<file path="src/rtl/id_hazard_scheduler_pkg.sv">
// Shared types and constants for the ID-stage hazard scheduler.
// Latency: n/a (types, constants and a pure decode helper only).
// Backpressure: n/a.
package id_hazard_scheduler_pkg;

   localparam int REG_IDX_W = 5;
   localparam int NUM_REGS  = 1 << REG_IDX_W;

   typedef enum logic [1:0] {
      RUN   = 2'd0,
      BWAIT = 2'd1,
      FLUSH = 2'd2
   } sched_state_e;

   // One in-flight destination between ID issue and register-file write.
   typedef struct packed {
      logic                 vld;
      logic [REG_IDX_W-1:0] rd;
   } inflight_t;

   function automatic logic [NUM_REGS-1:0] reg_onehot(input logic [REG_IDX_W-1:0] r);
      logic [NUM_REGS-1:0] oh;
      oh    = '0;
      oh[r] = 1'b1;
      return oh;
   endfunction

endpackage

</file>
<file path="src/rtl/id_hazard_scheduler_if.sv">
// ID-stage issue/branch bundle between the fetch/ID registers and the scheduler.
// Latency: wires only.
// Backpressure: id_ready from the scheduler throttles the ID stage.
// Ports: ID instruction fields and control bits, EX branch outcome (master -> slave);
//        id_ready, issue, flush, busy_mask, stall_cnt (slave -> master).
interface id_hazard_scheduler_if #(parameter int CNT_W = 16);
   import id_hazard_scheduler_pkg::*;

   logic                 id_valid;
   logic [REG_IDX_W-1:0] id_rs1;
   logic [REG_IDX_W-1:0] id_rs2;
   logic [REG_IDX_W-1:0] id_rd;
   logic                 id_uses_rs1;
   logic                 id_uses_rs2;
   logic                 id_reg_write;
   logic                 id_branch;
   logic                 br_resolve;
   logic                 br_taken;
   logic                 id_ready;
   logic                 issue;
   logic                 flush;
   logic [NUM_REGS-1:0]  busy_mask;
   logic [CNT_W-1:0]     stall_cnt;

   modport master (
      output id_valid, id_rs1, id_rs2, id_rd, id_uses_rs1, id_uses_rs2,
             id_reg_write, id_branch, br_resolve, br_taken,
      input  id_ready, issue, flush, busy_mask, stall_cnt
   );

   modport slave (
      input  id_valid, id_rs1, id_rs2, id_rd, id_uses_rs1, id_uses_rs2,
             id_reg_write, id_branch, br_resolve, br_taken,
      output id_ready, issue, flush, busy_mask, stall_cnt
   );

endinterface

</file>
<file path="src/rtl/id_hazard_scheduler_inflight_pipe.sv">
// Shift register of destination registers in flight from ID issue to writeback, plus busy decode.
// Latency: entry pushed at the issue edge, retires WB_LATENCY edges later; busy_mask is combinational.
// Backpressure: none; shifts every cycle, a non-push cycle inserts an invalid entry.
// Ports: clock, reset (async, active-high); push_vld/push_rd new entry; busy_mask pending-write map.
module id_hazard_scheduler_inflight_pipe
   import id_hazard_scheduler_pkg::*;
#(
   parameter int WB_LATENCY = 3
) (
   input  logic                 clock,
   input  logic                 reset,
   input  logic                 push_vld,
   input  logic [REG_IDX_W-1:0] push_rd,
   output logic [NUM_REGS-1:0]  busy_mask
);

   inflight_t stage_q [WB_LATENCY];

   always_ff @(posedge clock or posedge reset) begin
      if (reset) begin
         for (int i = 0; i < WB_LATENCY; i++) begin
            stage_q[i] <= '0;
         end
      end else begin
         stage_q[0].vld <= push_vld;
         stage_q[0].rd  <= push_vld ? push_rd : '0;
         for (int i = 1; i < WB_LATENCY; i++) begin
            stage_q[i] <= stage_q[i-1];
         end
      end
   end

   // The last stage is still visible during the cycle whose closing edge writes
   // the register file, so a same-cycle read of that register stalls (no bypass).
   always_comb begin
      busy_mask = '0;
      for (int i = 0; i < WB_LATENCY; i++) begin
         if (stage_q[i].vld) begin
            busy_mask = busy_mask | reg_onehot(stage_q[i].rd);
         end
      end
      busy_mask[0] = 1'b0;
   end

endmodule

</file>
<file path="src/rtl/id_hazard_scheduler.sv">
// ID-stage issue scheduler: RAW stall on in-flight writes, hold while a branch is unresolved, flush on taken.
// Latency: id_ready/issue combinational; flush registered, one cycle after the taken resolve.
// Backpressure: deasserts id_ready on hazard, in BWAIT and in FLUSH; ID holds its instruction.
// Ports: clock, reset (async, active-high); bus = id_hazard_scheduler_if slave side
//        (CNT_W of the interface instance must equal CNT_W here).
module id_hazard_scheduler
   import id_hazard_scheduler_pkg::*;
#(
   parameter int WB_LATENCY = 3,
   parameter int CNT_W      = 16
) (
   input  logic                 clock,
   input  logic                 reset,
   id_hazard_scheduler_if.slave bus
);

   sched_state_e        state_q;
   sched_state_e        state_d;
   logic                flush_q;
   logic                hazard;
   logic                id_ready;
   logic                issue;
   logic                push_vld;
   logic [NUM_REGS-1:0] busy_mask;
   logic [CNT_W-1:0]    stall_cnt_q;

   // Writes to x0 are never tracked: x0 reads are always safe.
   assign push_vld = issue & bus.id_reg_write & (bus.id_rd != '0);

   id_hazard_scheduler_inflight_pipe #(
      .WB_LATENCY (WB_LATENCY)
   ) u_inflight_pipe (
      .clock     (clock),
      .reset     (reset),
      .push_vld  (push_vld),
      .push_rd   (bus.id_rd),
      .busy_mask (busy_mask)
   );

   assign hazard = (bus.id_uses_rs1 & (bus.id_rs1 != '0) & busy_mask[bus.id_rs1]) |
                   (bus.id_uses_rs2 & (bus.id_rs2 != '0) & busy_mask[bus.id_rs2]);

   assign issue = bus.id_valid & id_ready;

   always_comb begin
      state_d  = state_q;
      id_ready = 1'b0;
      unique case (state_q)
         RUN: begin
            id_ready = ~hazard;
            if (issue && bus.id_branch) begin
               state_d = BWAIT;
            end
         end
         BWAIT: begin
            if (bus.br_resolve) begin
               state_d = bus.br_taken ? FLUSH : RUN;
            end
         end
         FLUSH: begin
            state_d = RUN;
         end
         default: begin
            state_d = RUN;
         end
      endcase
   end

   always_ff @(posedge clock or posedge reset) begin
      if (reset) begin
         state_q <= RUN;
         flush_q <= 1'b0;
      end else begin
         state_q <= state_d;
         flush_q <= (state_d == FLUSH);
      end
   end

   always_ff @(posedge clock or posedge reset) begin
      if (reset) begin
         stall_cnt_q <= '0;
      end else if (bus.id_valid && !id_ready && (stall_cnt_q != {CNT_W{1'b1}})) begin
         stall_cnt_q <= stall_cnt_q + 1'b1;
      end
   end

   assign bus.id_ready  = id_ready;
   assign bus.issue     = issue;
   assign bus.flush     = flush_q;
   assign bus.busy_mask = busy_mask;
   assign bus.stall_cnt = stall_cnt_q;

endmodule
</file>
<file path="src/flat_wrapper.sv">
// flat-port wrapper written by rule: the top's interface ports become plain ports
module id_hazard_scheduler_flat import id_hazard_scheduler_pkg::*;
#(
   parameter int WB_LATENCY = 3,
   parameter int CNT_W      = 16
)
  (clock, reset, bus_id_valid, bus_id_rs1, bus_id_rs2, bus_id_rd, bus_id_uses_rs1, bus_id_uses_rs2, bus_id_reg_write, bus_id_branch, bus_br_resolve, bus_br_taken, bus_id_ready, bus_issue, bus_flush, bus_busy_mask, bus_stall_cnt);
  id_hazard_scheduler_if #(.CNT_W(CNT_W)) bus_i ();
  input  logic clock;
  input  logic reset;
  input wire logic [$bits(bus_i.id_valid)-1:0] bus_id_valid;
  input wire logic [$bits(bus_i.id_rs1)-1:0] bus_id_rs1;
  input wire logic [$bits(bus_i.id_rs2)-1:0] bus_id_rs2;
  input wire logic [$bits(bus_i.id_rd)-1:0] bus_id_rd;
  input wire logic [$bits(bus_i.id_uses_rs1)-1:0] bus_id_uses_rs1;
  input wire logic [$bits(bus_i.id_uses_rs2)-1:0] bus_id_uses_rs2;
  input wire logic [$bits(bus_i.id_reg_write)-1:0] bus_id_reg_write;
  input wire logic [$bits(bus_i.id_branch)-1:0] bus_id_branch;
  input wire logic [$bits(bus_i.br_resolve)-1:0] bus_br_resolve;
  input wire logic [$bits(bus_i.br_taken)-1:0] bus_br_taken;
  output wire logic [$bits(bus_i.id_ready)-1:0] bus_id_ready;
  output wire logic [$bits(bus_i.issue)-1:0] bus_issue;
  output wire logic [$bits(bus_i.flush)-1:0] bus_flush;
  output wire logic [$bits(bus_i.busy_mask)-1:0] bus_busy_mask;
  output wire logic [$bits(bus_i.stall_cnt)-1:0] bus_stall_cnt;
  assign bus_i.id_valid = bus_id_valid;
  assign bus_i.id_rs1 = bus_id_rs1;
  assign bus_i.id_rs2 = bus_id_rs2;
  assign bus_i.id_rd = bus_id_rd;
  assign bus_i.id_uses_rs1 = bus_id_uses_rs1;
  assign bus_i.id_uses_rs2 = bus_id_uses_rs2;
  assign bus_i.id_reg_write = bus_id_reg_write;
  assign bus_i.id_branch = bus_id_branch;
  assign bus_i.br_resolve = bus_br_resolve;
  assign bus_i.br_taken = bus_br_taken;
  assign bus_id_ready = bus_i.id_ready;
  assign bus_issue = bus_i.issue;
  assign bus_flush = bus_i.flush;
  assign bus_busy_mask = bus_i.busy_mask;
  assign bus_stall_cnt = bus_i.stall_cnt;
  id_hazard_scheduler #(.WB_LATENCY(WB_LATENCY), .CNT_W(CNT_W)) u_core (.clock(clock), .reset(reset), .bus(bus_i));
endmodule
</file>
<file path="config.mk">
export PLATFORM = sky130hd
export DESIGN_NAME = id_hazard_scheduler_flat
export DESIGN_NICKNAME = d
export VERILOG_FILES = /design/src/rtl/id_hazard_scheduler_pkg.sv /design/src/rtl/id_hazard_scheduler_if.sv /design/src/rtl/id_hazard_scheduler_inflight_pipe.sv /design/src/rtl/id_hazard_scheduler.sv /design/src/flat_wrapper.sv
export SDC_FILE = /design/constraint.sdc
export NUM_CORES = 1
export LEC_CHECK = 0
export ABC_AREA = 0
export CORE_UTILIZATION = 50
export CTS_CLUSTER_SIZE = 24
export DETAILED_ROUTE_END_ITERATION = 6
export DONT_BUFFER_PORTS = 1
export GPL_ROUTABILITY_DRIVEN = 0
export SLEW_MARGIN = 20
export SYNTH_ARGS = -nofsm -noshare
export SYNTH_HDL_FRONTEND = slang
export SYNTH_HIERARCHICAL = 1
export SYNTH_SLANG_ARGS = --single-unit
</file>
<file path="constraint.sdc">
create_clock -name clock -period 5.3 [get_ports clock]
set_input_delay 1.06 -clock clock [delete_from_list [all_inputs] [get_ports clock]]
set_output_delay 1.06 -clock clock [all_outputs]
set_load 0.005 [all_outputs]
</file>
; Yosys cells after proc, flatten, opt, wreduce, memory -nomap -nowiden
; Cells that the tools add are included.
[word_totals]
mem_bits_rw = 0
memories = 0
regBits = 37
rom_bits = 0
in_bits = 24
output_inout_bits = 51
word_cells = 62
latch_bits = 0
[classes]
n_mul = 0
addsub = 1
eq_ne = 3
n_lt_le_gt_ge = 8
n_shift = 0
reduce_logical = 11
muxes = 19
div_mod_pow = 0
n_bitwise = 11
[ops]
columns = op, count
row1 = 32-bit two-way mux, 3
row2 = 32-bit bitwise OR, 2
row3 = 5-bit by 6-bit less-than comparator with 1-bit output (second input constant), 5
row4 = 16-bit by 1-bit adder with 16-bit output (second input constant), 1
row5 = 16-bit != test (second input constant), 1
row6 = 1-bit demux with 5-bit select, 3
row7 = 5-bit by 1-bit >= comparator with 1-bit output (second input constant), 3
row8 = 5-bit nonzero test, 3
row9 = 1-bit binary-select mux with 5-bit select, 2
row10 = 1-bit bitwise AND, 7
row11 = 1-bit logical AND, 6
row12 = 1-bit two-way mux, 6
row13 = 2-bit two-way mux, 3
row14 = 5-bit two-way mux, 1
row15 = 2-bit one-hot mux with 2 select lines, 1
row16 = 2-bit by 1-bit == test with 1-bit output (second input constant), 1
row17 = 2-bit == test (second input constant), 1
row18 = 2-bit zero test, 1
row19 = 1-bit zero test, 1
row20 = 1-bit inverter, 1
row21 = 1-bit bitwise OR, 1

; Logic depth before layout (Yosys ltp)
[depth]
ltp_word = 20
depth_mapped = 13
depth_no_buf = 11

; Hierarchy
; The synthesis kept the hierarchy.
[modules_own_cells]
columns = mod, instances, cells_each, seq_area_each_um2, area_each_um2
row1 = id_hazard_scheduler, 1, 150, 475.5, 1599.0
row2 = id_hazard_scheduler_inflight_pipe, 1, 162, 450.4, 1330.0

; Worst setup path before layout
; OpenSTA, ideal clock, no wires.
[synth_path]
path_type = input-to-output
from = input port bus_id_rs2[0]
to = output port bus_issue
required_time_ns = 4.240
cell_stages = 9
setup_slack_ns = 1.555
path_buffers = 2
arrival_ns = 2.685
path_cell_list = buf_2 mux4_2 nand3_1 o21ai_0 a311oi_1 o21a_4 buf_6 nand2_1 inv_1
[synth_via]
elab_chain_len = 7
word_cells_on_any_way = 9
classes_between = mux: 3 / bitwise: 5 / reduce/logical: 1
[synth_rtl]
columns = item, line_no
row1 = start: declaration, flat_wrapper.sv:13  ; input wire logic [$bits(bus_i.id_rs2)-1:0] bus_id_rs2;
row2 = 1-bit binary-select mux with 5-bit select or 5-bit nonzero test (tied branches), id_hazard_scheduler.sv:41  ; (bus.id_uses_rs2 & (bus.id_rs2 != '0) & busy_mask[bus.id_rs2]);
row3 = 1-bit two-way mux (implied by the code) or 1-bit bitwise AND (tied branches), id_hazard_scheduler.sv:41
row4 = 1-bit bitwise AND (*), id_hazard_scheduler.sv:41
row5 = 1-bit bitwise OR (*), id_hazard_scheduler.sv:40  ; assign hazard = (bus.id_uses_rs1 & (bus.id_rs1 != '0) & busy_mask[bus.id_rs1]) |
row6 = 1-bit inverter (*), id_hazard_scheduler.sv:50  ; id_ready = ~hazard;
row7 = 1-bit two-way mux (*), id_hazard_scheduler.sv:48  ; unique case (state_q)
row8 = via bus_id_ready, flat_wrapper.sv:21  ; output wire logic [$bits(bus_i.id_ready)-1:0] bus_id_ready;
row9 = 1-bit bitwise AND (*), id_hazard_scheduler.sv:43  ; assign issue = bus.id_valid & id_ready;
row10 = end: declaration, flat_wrapper.sv:22  ; output wire logic [$bits(bus_i.issue)-1:0] bus_issue;
; Mark *: on every way through the listed nets, which the timed path passes. The rest lies on a longest branch. The select of a mux whose other input is x is not followed.

; Worst setup path in the final report
[layout_path]
from = register u_core/u_inflight_pipe/stage_q[13] (netlist name)
to = output port bus_issue
[layout_via]
elab_chain_len = 16
word_cells_on_any_way = 20
classes_between = order compare: 2 / mux: 10 / bitwise: 7 / reduce/logical: 1
[layout_rtl]
columns = item, line_no
row1 = start: declaration, id_hazard_scheduler_inflight_pipe.sv:17  ; inflight_t stage_q [WB_LATENCY];
row2 = start signal: indexed assignment, id_hazard_scheduler_inflight_pipe.sv:28  ; stage_q[i] <= stage_q[i-1];
row3 = 5-bit by 6-bit less-than comparator with 1-bit output (implied by the code) or 5-bit by 1-bit >= comparator with 1-bit output (tied branches), id_hazard_scheduler_pkg.sv:24  ; oh[r] = 1'b1;
row4 = 1-bit logical AND (implied by the code), id_hazard_scheduler_pkg.sv:24
row5 = 1-bit two-way mux (implied by the code), id_hazard_scheduler_pkg.sv:24
row6 = 1-bit demux with 5-bit select (*), id_hazard_scheduler_pkg.sv:24
row7 = 32-bit two-way mux (*), id_hazard_scheduler_inflight_pipe.sv:38  ; if (stage_q[i].vld) begin
row8 = 32-bit bitwise OR, id_hazard_scheduler_inflight_pipe.sv:39  ; busy_mask = busy_mask | reg_onehot(stage_q[i].rd);
row9 = 32-bit two-way mux (*), id_hazard_scheduler_inflight_pipe.sv:38
row10 = 32-bit bitwise OR, id_hazard_scheduler_inflight_pipe.sv:39
row11 = (+1 left out), --
row12 = via bus_busy_mask[6], flat_wrapper.sv:24  ; output wire logic [$bits(bus_i.busy_mask)-1:0] bus_busy_mask;
row13 = "1-bit binary-select mux with 5-bit select, on equally long branches", "id_hazard_scheduler.sv:40, id_hazard_scheduler.sv:41"
row14 = "1-bit two-way mux, on equally long branches", "id_hazard_scheduler.sv:40, id_hazard_scheduler.sv:41"
row15 = "1-bit bitwise AND, on equally long branches", "id_hazard_scheduler.sv:40, id_hazard_scheduler.sv:41"
row16 = 1-bit bitwise OR (*), id_hazard_scheduler.sv:40
row17 = 1-bit inverter (*), id_hazard_scheduler.sv:50
row18 = 1-bit two-way mux (*), id_hazard_scheduler.sv:48
row19 = via bus_id_ready, flat_wrapper.sv:21
row20 = 1-bit bitwise AND (*), id_hazard_scheduler.sv:43
; Marks and branches as above.

==> summary.md <==
| Metric | Value |
|---|---|
| Run status | `finished clean` |
| Rel. slew slack | `0.526` |
| H-tree levels | `2` |
| Hold crit path type | `flip-flop to flip-flop` |
| Total power | `roughly 0.66 mW` |
| Pin count of the biggest net entering global routing | `20` |
| Hold Fails Final Rpt | `0` |
| CTS max path bufs | `2` |
| Residual DRC | `0` |
| Worst-path clk slew | `approximately 70 ps` |
| Syn_area_per_cell | `around 9.4 µm²` |
| Commonest non-fill, non-tap cell in the layout | `nand2_1` |
| Initial antenna violation count | `0` |
| Buffers on Ports | `0` |
| Yosys warnings | `6` |
| Post-Route Skew | `2.30 ps` |
| DR vias | `between 2000 and 2500` |
| Fmax | `roughly 240 MHz` |
| Worst Max-Slew Pin Slew | `about 710 ps` |
| First DRT Iteration DRCs | `~220` |
| CP Data Required Time | `~4200 ps` |
| Total negative slack | `0 ps` |
| Hpwl dp | `around 5700 µm` |
| Clock insertion delay at the later pin of the skew report | `approximately 280 ps` |
| Mapped cell area | `2930 µm²` |
| Die ar. | `~6200 µm²` |
| Die Y | `78.5 µm` |
| Cell area after layout | `approximately 3000 µm²` |
| Maximum VDD drop | `roughly 210 µV` |
| Fill cell count | `approximately 530` |
| Number of global-route vias before repair | `between 2000 and 2500` |
| Cts hold-fix bufs | `0` |
| Most frequent cells in the layout | `nand2_1 (71), dfrtp_1 (37), a22oi_1 (29)` |
| Rows | `27` |
| Final setup violation count | `0` |
| Postcts setup bufs | `0` |
| DRT antenna net count | `0` |
| Syn_nets | `337` |
| Gr usage total | `0.247` |
| Maxcap violations | `0` |
| CTS Buf Count | `5` |
| Core region area | `approximately 5600 µm²` |
| WL/cell | `20.2 µm` |
| Startpoint types | `flip-flop` |
| First-pass GRT wire length | `~12000 µm` |
| Post-synthesis sequential area ratio | `0.316` |
| Synth Register Bits | `37` |
| GR Overflow Total | `0` |
| Crit path DAT | `roughly 3200 ps` |
| Fin crit share | `0.796` |
| Cell area power density | `221 nW/µm²` |
| N_diodes | `0` |
| TritonCTS clock tree | `done` |
| Share of cells above drive strength 1 | `0.137` |
| Post-synth ARST share | `1.00` |
| Mapped Cells | `312` |
| EDFF count, synth | `0` |
| CTS Root Cell | `clkbuf_8` |
| I/O pins | `75` |
| Final net count | `324` |
| Post-DR vias/cell | `6.45` |
| Area grow syn2layout | `2.09%` |
| Clk sinks | `37` |
| Die width | `approximately 80 µm` |
| Prevailing post-synth register cell | `dfrtp_1` |
| Synth unique cells | `slightly below 50` |
| Resized cells post-CTS | `0` |
| Lkg Pwr | `around 1.4 nW` |
| WL final | `around 7500 µm` |
| Initial Util | `0.525` |
| RSZ-0062 raised after global routing | `no` |
| Pre-Repair DR Iteration Count | `5` |
| Worst Path Max Fanout | `17` |
| Slew Limit Fails | `0` |
| Placed Area | `~2900 µm²` |
| Worst Setup Path Type | `flip-flop to output pin` |
| Crit end category | `output pin` |
| Min Tclk post-route | `around 4200 ps` |
[worst paths after layout]
check / depth (start not counted) / end / start / slack (ps)
setup / recovery: 10 / bus_issue / u_core/u_inflight_pipe/stage_q[13] / 1080
hold / removal: 0 / u_core/u_inflight_pipe/stage_q[5] / u_core/u_inflight_pipe/stage_q[11] / 420
setup reg to reg: 11 / u_core/u_inflight_pipe/stage_q[15] / u_core/u_inflight_pipe/stage_q[13] / 2020
hold reg to reg: 0 / u_core/u_inflight_pipe/stage_q[5] / u_core/u_inflight_pipe/stage_q[11] / 420
max in group asynchronous: 1 / u_core/bus.flush / reset / 4070
min in group asynchronous: 1 / u_core/u_inflight_pipe/stage_q[14] / reset / 750
[power breakdown]
group	internal [mW]	total [mW]	switching [mW]	leakage, nW
clock network	0.117	0.210	0.0922	0.0542
logic	0.0448	0.103	0.0580	0.883
registers	0.310	0.350	0.0402	0.501
total	0.472	0.662	0.190	1.44
[layer usage]
layer,up-vias,global-route usage,wire length (µm)
li1,1108,-,-
met4,0,0.0778,104
met1,1159,0.312,3150
met5,-,0,0
met3,10,0.0593,558
met2,124,0.415,3700
[final cells by class]
| class | instances | area (µm²) | share of cell area |
|---|---|---|---|
| Clock buffer | 7 | 96.3 | 0.0322 |
| Sequential cell | 37 | 926 | 0.310 |
| Tap cell | 72 | 90.1 | 0.0301 |
| Inverter | 6 | 22.5 | 0.00753 |
| Clock inverter | 1 | 5.00 | 0.00167 |
| Multi-Input combinational cell | 249 | 1850 | 0.619 |
[sequential cells by signal, indices dropped and copies added (netlist names)]
signal,count
u_core/bus.stall_cnt,16
u_core/state_q,2
u_core/u_inflight_pipe/stage_q,18
u_core/bus.flush,1
[worst max-delay path: stages, from the launching register on]
cell	delay [ps]
dfrtp_1	410
and3b_1	310
a222oi_1	390
inv_1	160
mux2i_1	160
nor4b_1	60
or4b_1	470
a311oi_1	300
o21a_4	340
nand2_1	170
inv_1	100
[cell families after synthesis]
kind of cell	after synthesis	share of synthesized area
fa+ha+maj	1	0.00427
simple gates	163	0.335
buf+inv	26	0.0521
compound gates	42	0.111
flops	37	0.316
mux	27	0.136
other cells	1	0.00128
xor+xnor	15	0.0449
[through the flow]
step | utilization | std cells | hold WS [ps] | setup WS [ps]
floorplan | - | 312 | 385 | 1560
global placement | 0.518 | 364 | 401 | 1530
detailed placement | 0.518 | 364 | 401 | 1430
CTS | 0.536 | 372 | 417 | 1100
global route | 0.536 | 372 | 454 | 860
finish | 0.536 | 372 | 419 | 1080
[cell usage after synthesis (5+ instances only)]
cell type  instances  area share
nand2_1           71       0.091
dfrtp_1           37        0.32
a22oi_1           29       0.074
and3b_1           15       0.045
mux2i_1           15       0.051
xor2_1            14       0.042
mux4_2            10       0.077
nor3b_2           10       0.043
clkbuf_1           9       0.012
nor2_1             8       0.010
and3_1             7       0.015
inv_1              6      0.0077
nand3_1            6       0.010
and2_1             5       0.011
nand4_1            5       0.011
nor3_1             5      0.0085
No activity file was read; power rests on OpenSTA's default activity.
